==> src/rtl/rgb_palette_lut.sv <==
// Programmable colour-palette lookup: a writable palette feeds a two-stage pipeline
// that registers the looked-up entry, then applies per-channel brightness scaling.
module rgb_palette_lut #(
    parameter int IDX_W = 3,
    parameter int CH_W  = 8
) (
    input  logic                clk,
    input  logic                rst_n,
    input  logic                enable,
    input  logic [IDX_W-1:0]    colour,
    input  logic [CH_W-1:0]     bright,
    input  logic                wr_en,
    input  logic [IDX_W-1:0]    wr_addr,
    input  logic [3*CH_W-1:0]   wr_data,
    output logic [3*CH_W-1:0]   rgb,
    output logic                rgb_valid
);

    localparam int DEPTH  = 1 << IDX_W;
    localparam int RGB_W  = 3 * CH_W;
    localparam int PROD_W = 2 * CH_W + 1;

    // Default pattern repeats every 8 entries: index bits 2/1/0 select R/G/B full scale.
    function automatic logic [RGB_W-1:0] default_entry(input logic [2:0] idx);
        return {{CH_W{idx[2]}}, {CH_W{idx[1]}}, {CH_W{idx[0]}}};
    endfunction

    // c * (b + 1) never exceeds 2*CH_W bits, so the shifted result always fits CH_W.
    function automatic logic [CH_W-1:0] scale_ch(input logic [CH_W-1:0] ch,
                                                 input logic [CH_W-1:0] br);
        logic [PROD_W-1:0] w_prod;
        w_prod = PROD_W'(ch) * PROD_W'({1'b0, br} + (CH_W+1)'(1));
        return CH_W'(w_prod >> CH_W);
    endfunction

    logic [RGB_W-1:0] r_palette [DEPTH];
    logic [RGB_W-1:0] r_s1_data;
    logic [CH_W-1:0]  r_s1_bright;
    logic             r_s1_valid;
    logic [RGB_W-1:0] r_rgb;
    logic             r_rgb_valid;
    logic [RGB_W-1:0] w_lookup;

    always_ff @(posedge clk or negedge rst_n) begin
        if (!rst_n) begin
            for (int i = 0; i < DEPTH; i++) begin
                r_palette[i] <= default_entry(3'(i));
            end
        end else if (wr_en) begin
            r_palette[wr_addr] <= wr_data;
        end
    end

    // Write-first: a lookup of the entry being written this cycle sees the new data.
    assign w_lookup = (wr_en && (wr_addr == colour)) ? wr_data : r_palette[colour];

    always_ff @(posedge clk or negedge rst_n) begin
        if (!rst_n) begin
            r_s1_data   <= '0;
            r_s1_bright <= '0;
            r_s1_valid  <= 1'b0;
        end else begin
            r_s1_valid <= enable;
            if (enable) begin
                r_s1_data   <= w_lookup;
                r_s1_bright <= bright;
            end
        end
    end

    always_ff @(posedge clk or negedge rst_n) begin
        if (!rst_n) begin
            r_rgb       <= '0;
            r_rgb_valid <= 1'b0;
        end else begin
            r_rgb_valid <= r_s1_valid;
            if (r_s1_valid) begin
                r_rgb <= {scale_ch(r_s1_data[3*CH_W-1:2*CH_W], r_s1_bright),
                          scale_ch(r_s1_data[2*CH_W-1:CH_W],   r_s1_bright),
                          scale_ch(r_s1_data[CH_W-1:0],        r_s1_bright)};
            end
        end
    end

    assign rgb       = r_rgb;
    assign rgb_valid = r_rgb_valid;

endmodule

==> config.mk <==
export PLATFORM = sky130hd
export DESIGN_NAME = rgb_palette_lut
export DESIGN_NICKNAME = d
export VERILOG_FILES = /design/src/rtl/rgb_palette_lut.sv
export SDC_FILE = /design/constraint.sdc
export NUM_CORES = 1
export LEC_CHECK = 0
export ABC_AREA = 1
export BUFFER_PORTS_ARGS = -buffer_cell sky130_fd_sc_hd__buf_4
export CORE_AREA = 2 2 176 264
export CTS_BUF_LIST = sky130_fd_sc_hd__clkbuf_8
export DETAILED_ROUTE_END_ITERATION = 8
export DIE_AREA = 0 0 178 266
export GPL_TIMING_DRIVEN = 0
export PLACE_DENSITY_LB_ADDON = 0.2
export SLEW_MARGIN = 0
export SYNTH_ARGS = -nofsm -noshare
export SYNTH_HDL_FRONTEND = slang
export SYNTH_SLANG_ARGS = --single-unit
==> constraint.sdc <==
create_clock -name clk -period 6 [get_ports clk]
set_input_delay 1.2 -clock clk [delete_from_list [all_inputs] [get_ports clk]]
set_output_delay 1.2 -clock clk [all_outputs]
set_load 0.005 [all_outputs]
# Word-level counts from Yosys, hierarchy flattened
# Index checks and enable logic that the tools add are counted.
# totals
input_bits	42
ff_bits	250
elab_cells	32
out_inout_bits	25
# classes
n_reduce_logical	2
n_bitwise	2
mul	3
order_cmp	3
mux	7
n_addsub	1
eq_ne	1
# ops
op	count
$bwmux 192	1
$mux 24	4
$bmux 24 s3	1
$demux 24 s3	1
$mul 8x17->16	2
$mul 8x9->16	1
$add 8x1->9 const B	1
$ge 4x4->1 const B	2
$not 3->4	2
$lt 4x1->1 const B	1
$eq 3x3->1	1
$logic_and 1x1->1	2

# Longest topological paths before layout
# depth
ltp_word	6
ltp_mapped	28
mapped_depth_nobuf	27

# Least setup slack after synthesis
# No wires, ideal clock.
# synth_path
kind	register -> register
startpoint	register r_s1_bright[0]
endpoint	register r_rgb[22] (netlist: rgb[22])
path_buffers	2
arrival_time_ns	4.444
synth_period_minus_slack_ns	4.562
t_required_ns	5.882
slack_ns	1.438
path_stages_with_launch	22
setup_time_ns	0.118
cell_sequence	dfrtp_1 -> ha_1 -> nand2_1 -> nor2_1 -> nand2_1 -> clkbuf_1 -> clkbuf_1 -> nor2_1 -> fa_1 -> fa_1 -> fa_1 -> inv_1 -> fa_1 -> inv_1 -> ha_1 -> nand2_1 -> nor4_1 -> nand2_1 -> nand2_1 -> nand2_1 -> nand3_1 -> nand2_1
# synth_between
elab_chain_cells	2
# synth_rtl
element	line_no	source
start: declaration	38	logic [CH_W-1:0] r_s1_bright;
start signal: assignment	66	r_s1_bright <= bright;
$add 8x1->9	32	w_prod = PROD_W'(ch) * PROD_W'({1'b0, br} + (CH_W+1)'(1));
$mul 8x17->16	32	
end signal: assignment	78	r_rgb <= {scale_ch(r_s1_data[3*CH_W-1:2*CH_W], r_s1_bright),
end: declaration	40	logic [RGB_W-1:0] r_rgb;
# Every way passes these cells.
# A chain may end at the register's enable or synchronous reset.

# Worst setup path after layout
# layout_path
startpoint	register r_s1_bright[0]
endpoint	register r_rgb[23] (netlist: rgb[23])
# The elaborated chain is that of the path after synthesis.

==> impl_summary.txt <==
----------------------------------------------------
[Yosys]
  Count of warnings emitted by yosys ... 0
  Synth Cell Area ... approximately 18000 sq um
  Library cell with the largest summed area after synthesis ... sky130_fd_sc_hd__dfrtp_1
  Sequential area share after synthesis ... 0.359
  Synth Register Bits ... 250
  Number of distinct library cell variants in the gate-level netlist after synthesis ... 34
  Top post-synthesis cells by area ... sky130_fd_sc_hd__dfrtp_1, sky130_fd_sc_hd__dfstp_2, sky130_fd_sc_hd__fa_1
  Post-synthesis average cell area ... 7.72 sq um
  Area share of the largest cell type after synthesis ... 0.217
  Count of mapped cells out of synthesis ... 2302
  Synthesized netlist net count ... around 2600

[Finish]
  Share of layout cells above drive strength 1 ... 0.106
  Most common cell after layout, fill and taps aside ... sky130_fd_sc_hd__nand2_1
  Most frequent cells in the layout ... sky130_fd_sc_hd__nand2_1, sky130_fd_sc_hd__nor2_1, sky130_fd_sc_hd__o21ai_0, sky130_fd_sc_hd__inv_1, sky130_fd_sc_hd__dfrtp_1
  Fill cell count ... 4637
  Area Overhead vs Synth ... 11.9%
  Nets ... ~2700

[Clocking]
  Count of instances resized after the clock tree is built ... 0
  Htree depth ... 2
  Clock tree from TritonCTS ... done
  Clock sink count ... 250
  Buffers from clock root to sink, at most ... 3
  Clock-pin transition on the worst setup and hold timing paths ... 0.06 ns
  Root Buffer Master ... sky130_fd_sc_hd__clkbuf_8
  Hold Buf Count CTS ... 0
  Number of buffers inserted to repair setup after CTS ... 0
  Clock latency of the later-clocked register in the worst-skew pair ... ~0.60 ns
  Inserted Clock Buffers ... 41

[Placed design]
  Detailed placement HPWL ... 43.5 mm
  I/O Buffers ... 64
  Final Wtd Congestion ... 0.912

[Drt]
  Total via count after detailed routing ... 15643
  Routed wire per std cell ... 18.2 microns
  Aggregate routed wire length ... 55.2 mm
  Initial detailed-routing violation count ... 805
  Number of detailed-routing iterations run before antenna repair ... 7
  DRC violations left ... 0
  Vias per inst ... between 5 and 6
  Remaining number of nets flagged by the antenna check after routing ... 0

[Pwr]
  Internal power ... 4.33 mW
  Share of power burned in combinational logic ... 0.491
  Sw power ... 3.28 mW
  Switch share ... 0.431
  LEAKAGE ... between 10 and 15 nW
  Clock network fraction of total power ... 0.201
  Power density over cell area ... 383 nW/um^2
  Relative contribution of sequential cells to total power ... 0.309
  Peak ir drop on the vdd network ... 0.178 mV

[Min path]
  Hold Crit Class ... register to register
  Endpoint with the worst hold slack ... rgb_valid
  Worst hold start ... r_s1_valid
  Hold Path Depth ... 0

[Floorplanning]
  Die extent in x ... 178 microns
  Core box area ... approximately 45000 sq um
  Floorplan die area ... approximately 47000 sq um
  Initial core utilization ... 0.393
  Top-level port count ... 67
  Overall die height ... 266 microns
  FP Rows ... 96

[Timing]
  Number of hold violations in the final report ... 0
  Setup repair after global routing missed its margin ... no
  Period utilization ... 0.934
  Final min period ... between 5 and 6 ns
  Actual transition at the worst max-transition pin ... a little over 0.7 ns
  Total negative slack ... 0 ns
  Count of pins over their slew limit ... 0
  Endpoints failing setup ... 0
  Worst-case clock skew ... 0.0263 ns
  Worst slew slack as a fraction of its limit ... 0.516
  Max Freq ... roughly 180 MHz
  Worst Hold Margin ... 0.456 ns

[Global routing]
  Initial antenna violation count ... 1
  Global-route usage over all layers ... 0.239
  Global-route wire length before repair ... 87.5 mm
  Largest net degree at the start of global routing ... 93
  Grt ovf ... 0
  Number of global-route vias before repair ... around 16000

[Setup path]
  Worst path arrival time ... 6.07 ns
  Delay of the slowest cell on the worst path ... 0.56 ns
  CP most frequent cell ... sky130_fd_sc_hd__nand2_1
  Critical-path cell with the highest stage delay ... sky130_fd_sc_hd__clkbuf_1
  Reg2Reg Setup Slack ... 0.39 ns
  Crit. path cell count ... 21
  Nature of the critical path startpoint ... register
  Required time worst endpoint ... 6.46 ns
  WP buf/inv ... 4
  Worst reg2reg path depth ... 21
  Worst path cell trace ... ha_1, nand2_1, nor2_1, nand2_1, clkbuf_1, clkbuf_1, nor2_1, fa_1, fa_1, fa_1, inv_1, fa_1, inv_1, ha_1, nand2_1, nor4_1, nand2_1, nand2_1, nand2_1, nand3_1, nand2_1
  Highest net fanout along the worst path ... 10
  Element type at the critical path end ... register
  R2r endpoint ... rgb[23]
  Crit Path Category ... register to register
  Largest delay share family, worst path ... adder cells
  Origin of the critical flop-to-flop path ... r_s1_bright[0]

[Outcome]
  Status ... finished, final reports clean

[Run]
  Number of violations of the max-capacitance limit ... 0

----------------------------------------------------
## per-stage QoR
step	cell area, sq um	instances	util	total power, mW	setup slack (ns)
4_1_cts	19900	3032	0.439	7.68	0.401
3_3_place_gp	19000	2954	0.420	6.01	0.440
3_5_place_dp	19100	2956	0.421	6.10	0.431
6_report	19900	3033	0.439	7.61	0.394
5_1_grt	19900	3033	0.439	8.33	0.0544
2_1_floorplan	17800	2302	-	4.99	1.44
## how the worst max path moves through the flow
stage / from / end / slack, ns
after global placement: r_s1_bright[0] / rgb[22] / 0.44
after floorplan: r_s1_bright[0] / rgb[22] / 1.44
after CTS: r_s1_bright[0] / rgb[23] / 0.40
after global routing: r_s1_bright[0] / rgb[22] / 0.05
after detailed placement: r_s1_bright[0] / rgb[23] / 0.43
final: r_s1_bright[0] / rgb[23] / 0.39
## flip-flops by register name, summed over array words and instances (netlist names)
| name | flops |
|---|---|
| r_palette | 192 |
| r_s1_data | 24 |
| rgb | 24 |
| r_s1_bright | 8 |
| r_s1_valid | 1 |
| rgb_valid | 1 |
## kinds of logic (layout without fill, tap and decap cells)
| group | count (synthesis) | after routing | share of synthesized area |
|---|---|---|---|
| compound gates | 468 | 468 | 0.139 |
| buf+inv | 409 | 551 | 0.0898 |
| fa+ha+maj | 217 | 217 | 0.203 |
| other cells | 0 | 1 | 0 |
| xor+xnor | 4 | 4 | 0.00197 |
| simple gates | 954 | 954 | 0.208 |
| flops | 250 | 250 | 0.359 |
## synthesized netlist by cell type
| cell | count |
|---|---|
| sky130_fd_sc_hd__nand4_1 | 1 |
| sky130_fd_sc_hd__o211ai_1 | 18 |
| sky130_fd_sc_hd__nor4_1 | 6 |
| sky130_fd_sc_hd__nand3_1 | 51 |
| sky130_fd_sc_hd__nand2_2 | 2 |
| sky130_fd_sc_hd__o21a_1 | 3 |
| sky130_fd_sc_hd__clkinv_2 | 1 |
| sky130_fd_sc_hd__a21oi_1 | 71 |
| sky130_fd_sc_hd__nand3b_1 | 3 |
| sky130_fd_sc_hd__o21ai_0 | 318 |
| sky130_fd_sc_hd__nor2_1 | 357 |
| sky130_fd_sc_hd__nand2_1 | 531 |
| sky130_fd_sc_hd__dfrtp_1 | 154 |
| sky130_fd_sc_hd__buf_1 | 6 |
| sky130_fd_sc_hd__nor3_4 | 1 |
| sky130_fd_sc_hd__xnor2_1 | 3 |
| sky130_fd_sc_hd__o21bai_1 | 9 |
| sky130_fd_sc_hd__dfstp_2 | 96 |
| sky130_fd_sc_hd__inv_4 | 1 |
| sky130_fd_sc_hd__inv_2 | 2 |
| sky130_fd_sc_hd__clkinv_1 | 1 |
| sky130_fd_sc_hd__or2_2 | 1 |
| sky130_fd_sc_hd__inv_1 | 299 |
| sky130_fd_sc_hd__ha_1 | 97 |
| sky130_fd_sc_hd__clkbuf_1 | 71 |
| sky130_fd_sc_hd__a21o_1 | 3 |
| sky130_fd_sc_hd__buf_6 | 2 |
| sky130_fd_sc_hd__o22ai_1 | 31 |
| sky130_fd_sc_hd__buf_2 | 22 |
| sky130_fd_sc_hd__nor3_1 | 1 |
| sky130_fd_sc_hd__o21ai_1 | 15 |
| sky130_fd_sc_hd__buf_4 | 4 |
| sky130_fd_sc_hd__fa_1 | 120 |
| sky130_fd_sc_hd__xor2_1 | 1 |
## layout make-up
type,count,area [sq um],area share
plain buffers,105,452,0.0227
well taps,588,736,0.0370
multi-input cells,1643,9810,0.493
diodes,1,2.50,0.000126
inverters,304,1140,0.0575
repair buffers,66,543,0.0273
clock buffers,52,716,0.0360
flip-flops and latches,250,6380,0.320
clock inverters,24,123,0.00616
## routing by layer
metal  wire length [microns]  GRT usage  up-vias
met3                    2620     0.0313      178
li1                        -          -     7486
met2                   29600      0.452      493
met5                       0          0        -
met1                   20100      0.254     7486
met4                    2960      0.123        0
## power by group through the flow
stage | combinational, mW | sequential, mW | clock (mW)
2_1_floorplan | 2.67 | 2.31 | 0
3_3_place_gp | 3.65 | 2.36 | 0
3_5_place_dp | 3.73 | 2.37 | 0
4_1_cts | 3.76 | 2.35 | 1.57
5_1_grt | 4.30 | 2.39 | 1.64
6_report | 3.74 | 2.35 | 1.53
## worst register-to-register path: stages, from the launching register on
cell                       delay, ns
sky130_fd_sc_hd__dfrtp_1        0.39
sky130_fd_sc_hd__ha_1           0.24
sky130_fd_sc_hd__nand2_1        0.07
sky130_fd_sc_hd__nor2_1         0.07
sky130_fd_sc_hd__nand2_1        0.21
sky130_fd_sc_hd__clkbuf_1       0.47
sky130_fd_sc_hd__clkbuf_1       0.56
sky130_fd_sc_hd__nor2_1         0.14
sky130_fd_sc_hd__fa_1           0.54
sky130_fd_sc_hd__fa_1           0.54
sky130_fd_sc_hd__fa_1           0.51
sky130_fd_sc_hd__inv_1          0.05
sky130_fd_sc_hd__fa_1           0.49
sky130_fd_sc_hd__inv_1          0.05
sky130_fd_sc_hd__ha_1           0.38
sky130_fd_sc_hd__nand2_1        0.15
sky130_fd_sc_hd__nor4_1         0.29
sky130_fd_sc_hd__nand2_1        0.11
sky130_fd_sc_hd__nand2_1        0.07
sky130_fd_sc_hd__nand2_1        0.05
sky130_fd_sc_hd__nand3_1        0.07
sky130_fd_sc_hd__nand2_1        0.05
Note: power is estimated with default switching activity, not from simulation.
